### src/rtl/reg_file_pkg.sv
// Datapath package: register file geometry defaults and architectural
// register indices shared by the decoder, the muxes and the register file.
package reg_file_pkg;

    // Default geometry: 32 registers of 32 bits.
    localparam int REG_DATA_W = 32;
    localparam int REG_ADDR_W = 5;

    // Architectural register indices.
    localparam int REG_ZERO = 0;
    localparam int REG_SP   = 29;
    localparam int REG_RA   = 31;

endpackage : reg_file_pkg

### src/rtl/reg_file_rport.sv
// One combinational read port of the register file. Selects the addressed
// entry, optionally forwards the in-flight write data, and forces register 0
// to read as zero regardless of the array contents or forwarding.
module reg_file_rport
    import reg_file_pkg::*;
#(
    parameter int DATA_W = REG_DATA_W,
    parameter int ADDR_W = REG_ADDR_W,
    parameter int DEPTH  = 1 << ADDR_W
) (
    input  logic [DATA_W-1:0] regs [DEPTH],
    input  logic [ADDR_W-1:0] ra,
    input  logic              byp_valid,
    input  logic [ADDR_W-1:0] byp_addr,
    input  logic [DATA_W-1:0] byp_data,
    output logic [DATA_W-1:0] rd
);

    // Array lookup, then write-first forwarding, then the zero-register mask last
    // so that address 0 always wins.
    always_comb begin
        rd = regs[ra];
        if (byp_valid && (byp_addr == ra)) begin
            rd = byp_data;
        end
        if (ra == ADDR_W'(REG_ZERO)) begin
            rd = '0;
        end
    end

endmodule : reg_file_rport

### src/rtl/reg_file.sv
// MIPS general-purpose register file: 2^ADDR_W x DATA_W, two combinational
// read ports, one synchronous write port, register 0 hard-wired to zero,
// asynchronous active-high clear of the whole array.
// Optional feature macro: REG_FILE_BYPASS_EN -- when defined, each read port
// forwards the write data combinationally when it addresses the register
// being written (write-first). When undefined, reads see the array only.
module reg_file
    import reg_file_pkg::*;
#(
    parameter int DATA_W = REG_DATA_W,
    parameter int ADDR_W = REG_ADDR_W
) (
    input  logic              clk,
    input  logic              rst,
    input  logic              we,
    input  logic [ADDR_W-1:0] wa,
    input  logic [DATA_W-1:0] wd,
    input  logic [ADDR_W-1:0] ra1,
    input  logic [ADDR_W-1:0] ra2,
    output logic [DATA_W-1:0] rd1,
    output logic [DATA_W-1:0] rd2
);

    localparam int DEPTH = 1 << ADDR_W;

    logic [DATA_W-1:0] regs_q [DEPTH];
    logic [DATA_W-1:0] regs_d [DEPTH];
    logic              byp_valid;

    // Next array state: a qualified write to a non-zero address updates one
    // entry; entry 0 is pinned to zero so it can never hold a stray value.
    // An unknown we fails the if-test and leaves the array untouched.
    always_comb begin
        regs_d = regs_q;
        if (we && (wa != ADDR_W'(REG_ZERO))) begin
            regs_d[wa] = wd;
        end
        regs_d[REG_ZERO] = '0;
    end

    // Array storage with asynchronous clear; clear wins over a coincident edge.
    always_ff @(posedge clk or posedge rst) begin
        if (rst) begin
            for (int i = 0; i < DEPTH; i++) begin
                regs_q[i] <= '0;
            end
        end else begin
            regs_q <= regs_d;
        end
    end

`ifdef REG_FILE_BYPASS_EN
    // Forward only a write that will really land: enabled, out of reset, non-zero.
    assign byp_valid = we && !rst && (wa != ADDR_W'(REG_ZERO));
`else
    // Read-before-write: ports reflect the array contents only.
    assign byp_valid = 1'b0;
`endif

    // Two identical read ports (rs and rt).
    reg_file_rport #(
        .DATA_W (DATA_W),
        .ADDR_W (ADDR_W),
        .DEPTH  (DEPTH)
    ) u_rport1 (
        .regs      (regs_q),
        .ra        (ra1),
        .byp_valid (byp_valid),
        .byp_addr  (wa),
        .byp_data  (wd),
        .rd        (rd1)
    );

    reg_file_rport #(
        .DATA_W (DATA_W),
        .ADDR_W (ADDR_W),
        .DEPTH  (DEPTH)
    ) u_rport2 (
        .regs      (regs_q),
        .ra        (ra2),
        .byp_valid (byp_valid),
        .byp_addr  (wa),
        .byp_data  (wd),
        .rd        (rd2)
    );

endmodule : reg_file

### config.mk
export PLATFORM = sky130hd
export DESIGN_NAME = reg_file
export DESIGN_NICKNAME = d
export VERILOG_FILES = /design/src/rtl/reg_file_pkg.sv /design/src/rtl/reg_file_rport.sv /design/src/rtl/reg_file.sv
export SDC_FILE = /design/constraint.sdc
export NUM_CORES = 2
export LEC_CHECK = 0
export BUFFER_PORTS_ARGS = -buffer_cell sky130_fd_sc_hd__buf_2
export CAP_MARGIN = 25
export CORE_MARGIN = 1
export CORE_UTILIZATION = 45
export CTS_BUF_LIST = sky130_fd_sc_hd__clkbuf_8
export DETAILED_ROUTE_END_ITERATION = 6
export PLACE_DENSITY_LB_ADDON = 0.08
export SLEW_MARGIN = 30
export SYNTH_ARGS = -nofsm -noshare
export SYNTH_HDL_FRONTEND = slang
export SYNTH_SLANG_ARGS = --single-unit
### constraint.sdc
create_clock -name clk -period 29.3 [get_ports clk]
set_input_delay 2.93 -clock clk [delete_from_list [all_inputs] [get_ports clk]]
set_output_delay 2.93 -clock clk [all_outputs]
set_load 0.005 [all_outputs]
# Word level (Yosys, flattened, before mapping)
# Cells that the tools add are included.
totals:
  inputBits: 50
  ff_bits: 992
op_classes:
  n_bitwise: 3
  mux: 11
  reduce_logical: 5
  n_lt_le_gt_ge: 4
op_table:
  columns: ["op", "count"]
  rows:
  - ["$bwmux 1024", 1]
  - ["$bmux 32 s5", 2]
  - ["$mux 32", 7]
  - ["$demux 32 s5", 1]
  - ["$ge 6x6->1 const B", 3]
  - ["$not 5->6", 3]
  - ["$logic_not 5->1", 2]
  - ["$lt 6x1->1 const B", 1]
  - ["$reduce_bool 5->1", 1]
  - ["$logic_and 1x1->1", 2]

# Logic depth before layout (Yosys ltp)
logic_depth:
  ltp_word: 6
  depth_mapped: 9
  mapped_depth_nobuf: 5

# Cells and area by module
# From an unflattened synthesis, not the netlist that was laid out.
hier_totals:
  cells_unflattened: 3929
  area_unflattened_um2: 55340.6
modules_own_cells:
  columns: ["module", "area_each_um2", "seq_area_each_um2", "cells_per_inst", "instances"]
  rows:
  - ["reg_file", 37160.6, 24823.8, 2225, 1]
  - ["reg_file_rport", 9090.0, 0.0, 852, 2]

# Worst setup path before layout
# Ideal clock, no wire load.
synth_path:
  path_kind: "input port to output port"
  start: "input ra1[2]"
  end: "output rd1[23]"
  required_ns: 26.370
  arrival_time_ns: 4.257
  cell_stages: 6
  slack_ns: 22.113
  path_cell_list: "buf_4 buf_4 clkbuf_1 mux4_2 a221oi_1 nor3_1"
synth_via:
  elab_chain_len: 5
synth_lines:
  columns: ["item", "line_no", "text"]
  rows:
  - ["start, declared", "reg_file.sv:18", "input logic [ADDR_W-1:0] ra1,"]
  - ["$not 5->6 (implied by the code)", "reg_file_rport.sv:22", "rd = regs[ra];"]
  - ["$bmux 32 s5", "reg_file_rport.sv:22", null]
  - ["$mux 32 (implied by the code) (2 in a row)", "reg_file_rport.sv:22", null]
  - ["$mux 32 *", "reg_file_rport.sv:26", "if (ra == ADDR_W'(REG_ZERO)) begin"]
  - ["end, declared", "reg_file.sv:20", "output logic [DATA_W-1:0] rd1,"]
# Every way passes the cells marked *; elsewhere a longest branch is shown, timed or not. The select of a mux whose other input is x is not followed.

# Worst setup path after layout
layout_path:
  start: "input ra1[2]"
  end: "output rd1[2]"
# Same word-level chain as after synthesis.

==> results by group <==
Synth
  – Sequential share of the synthesized area: 0.4658
  – Cells after synthesis: 4026
  – Mapped Area: 0.05329 mm2
  – Yosys reg bits: 992
  – Top cell type's share of synthesized area: 0.4658
  – Largest cells by area after synthesis: dfrtp_1 47%, mux2_2 25%, mux2i_1 9.7%
  – Synth Warn #: 0
  – Average size of a mapped cell: 13.24 um2
  – Syn Nets: 4076
  – Number of unique standard cell types used by synthesis: 35
  – Most area-hungry cell type in the Yosys netlist: dfrtp_1

Clock tree
  – CTS tree: built
  – Cts bufs inserted: 176
  – CTS Hold Bufs: 0
  – Worst-Skew Late Latency: 860 ps
  – Clock root cell: clkbuf_8
  – Post-cts resize count: 0
  – Clock sinks: 992
  – Post-CTS setup buffers: 0
  – Clock tree buffer depth: 3
  – Max H-tree Level: 4
  – Worst-path clk slew: 60 ps

Worst setup path
  – Crit Path Category: in -> out
  – Critical Path Source Type: primary input
  – CP arrival: 6790 ps
  – CP required: 26370 ps
  – Maximum fanout along the worst path: 41
  – Crit end category: output pin

Final layout
  – Commonest non-fill, non-tap cells in the layout: 1173 x mux2_2, 992 x dfrtp_1, 515 x mux2i_1, 320 x o22ai_1, 252 x nor3_1
  – Layout area overhead: 9.183%
  – Number of nets in the layout: 4043
  – Most common cell after layout, fill and taps aside: mux2_2
  – Filler cell count: 10.36k
  – Biggest register: regs_q
  – Post-layout instance area: 0.05818 mm2
  – Top flop regs: regs_q: 992 flops
  – Share of layout cells above drive strength 1: 0.4441
  – Non-Filler Instances: 5644
  – Max FFs per register: 992

Place
  – Placed Instance Area: 0.05483 mm2
  – IO buf count: 113
  – Routability Congestion: 0.7986
  – Inst Count DP: 5338
  – Hpwl dp: 104000 um

Drt
  – Vias per cell: 6.473
  – DR iter-0 viols: 2949
  – Wirelength per Cell: 32.15 um
  – DRC viols: 0
  – Post-route ant nets: 0
  – DRT Pass-1 Iters: 7
  – Vias after detailed routing: 36.53k
  – Total wire length: 181500 um

Power and ir drop
  – VDD IR max: 0.05085 mV
  – Pint: 0.002734 W
  – Design Power: 0.003885 W
  – Combinational share of power: 0.207
  – Leakage: 26.26 nW
  – Pwr/cell area: 66.77 mW/mm2
  – Sw power: 0.001150 W
  – Sw Ratio: 0.2961
  – Clock Power Share: 0.320
  – Sequential group share of total power: 0.473

Floorplan
  – Die Span Y: 346.1 um
  – Overall die area: 0.1198 mm2
  – Die width: 346.1 um
  – Core ar.: 0.1168 mm2
  – Num rows: 125
  – Initial Util: 0.4561
  – I/O pins: 114

Global route
  – Initial antenna violation count: 8
  – Vias in the first global route: 37.14k
  – Grt ovf: 0
  – First-pass GRT wire length: 266500 um
  – Largest net degree at the start of global routing: 151
  – Tot GR Track Use: 0.3037

Timing
  – Fin crit share: 0.3318
  – Fin crit period: 9721 ps
  – Setup violations, final: 0
  – Slew Viols, Final: 0
  – RSZ-0062 raised after global routing: false
  – Clock skew: 0 ps
  – FMAX: 0.1029 GHz
  – Slew headroom: 0.3043
  – Hold slack: 519.8 ps
  – Final-report hold violation count: 0
  – Worst-Margin Slew: 1044 ps
  – Setup TNS: 0 ps

Hold path
  – Hold WC Path Type: reg -> reg

Flow run
  – Max-cap violations: 0

Run status
  – Status: finished, final reports clean
[cells by family (layout without fill, tap and decap cells)]
logic type	Yosys count	in the layout	share of synthesized area
flip-flops	992	992	0.4658
multiplexers	1825	1825	0.4006
other	0	6	0
AND/OR/NAND/NOR	336	336	0.03217
buffers and inverters	425	513	0.04025
AO/OA/AOI/OAI	448	448	0.06112
[final timing paths]
path                        startpoint           to  slack (ps)  depth (start not counted)
setup / recovery                ra1[2]       rd1[2]       19580                          8
hold / removal             regs_q[372]  regs_q[372]         520                          1
setup reg to reg           regs_q[377]  regs_q[377]       28490                          1
hold reg to reg            regs_q[372]  regs_q[372]         520                          1
max in group asynchronous          rst  regs_q[500]       23890                          7
min in group asynchronous          rst  regs_q[353]        2240                          3
[critical path: stages]
cell	delay, ps
buf_4	590
buf_4	690
nand2b_4	570
buf_4	510
o22ai_1	240
nor3_1	110
nor3_1	810
buf_2	250
[routing by layer]
metal,track usage,vias to the layer above,routed length (um)
li1,-,15340,-
met2,0.4648,1298,81880
met1,0.4261,19530,80610
met5,0,-,19
met4,0.1088,4,6126
met3,0.06225,362,12840
[layout make-up]
class / instances / area [um2] / share of cell area
Clock buffer: 214 / 2945 / 0.05062
Tap cell: 1524 / 1907 / 0.03277
Antenna cell: 6 / 15.01 / 0.0002581
Sequential cell: 992 / 24820 / 0.4267
Clock inverter: 85 / 351.6 / 0.006043
Multi-Input combinational cell: 2609 / 26580 / 0.4568
Timing Repair Buffer: 213 / 1555 / 0.02673
Inverter: 1 / 7.507 / 0.0001290
[cell usage after synthesis]
cell and number:
and3_1 1, buf_1 17, mux2_2 1173, or3b_1 2
nand3b_1 6, o22ai_1 320, buf_6 12, mux2i_1 515
a221oi_2 22, nor2_2 4, and2b_1 1, nor4_1 1
nand2b_1 8, clkbuf_1 172, a22oi_1 1, nor2_1 15
mux4_2 128, or3b_4 1, nor3b_1 4, nor3_1 254
and3b_1 1, buf_4 72, nor2b_1 4, or2_2 4
a221oi_1 103, mux2_1 9, nand3_1 3, and2_0 2
o31ai_1 2, nor2b_2 1, dfrtp_1 992, nand2_1 23
or2_1 1, buf_2 151, inv_1 1
[metrics by stage]
step / utilization / setup slack, ps
6_report: 0.4980 / 19580
5_1_grt: 0.4979 / 19470
4_1_cts: 0.4975 / 19640
3_5_place_dp: 0.4693 / 19630
3_3_place_gp: 0.4673 / 19470
2_1_floorplan: - / 12700
[power by group through the flow]
stage          combinational (W)  sequential, W  clock (W)
2_1_floorplan           0.000633        0.00180          0
3_3_place_gp            0.000786        0.00184          0
3_5_place_dp            0.000802        0.00185          0
4_1_cts                 0.000804        0.00183    0.00127
5_1_grt                 0.000866        0.00187    0.00134
6_report                0.000803        0.00184    0.00124
Note: power is estimated with default switching activity, not from simulation.
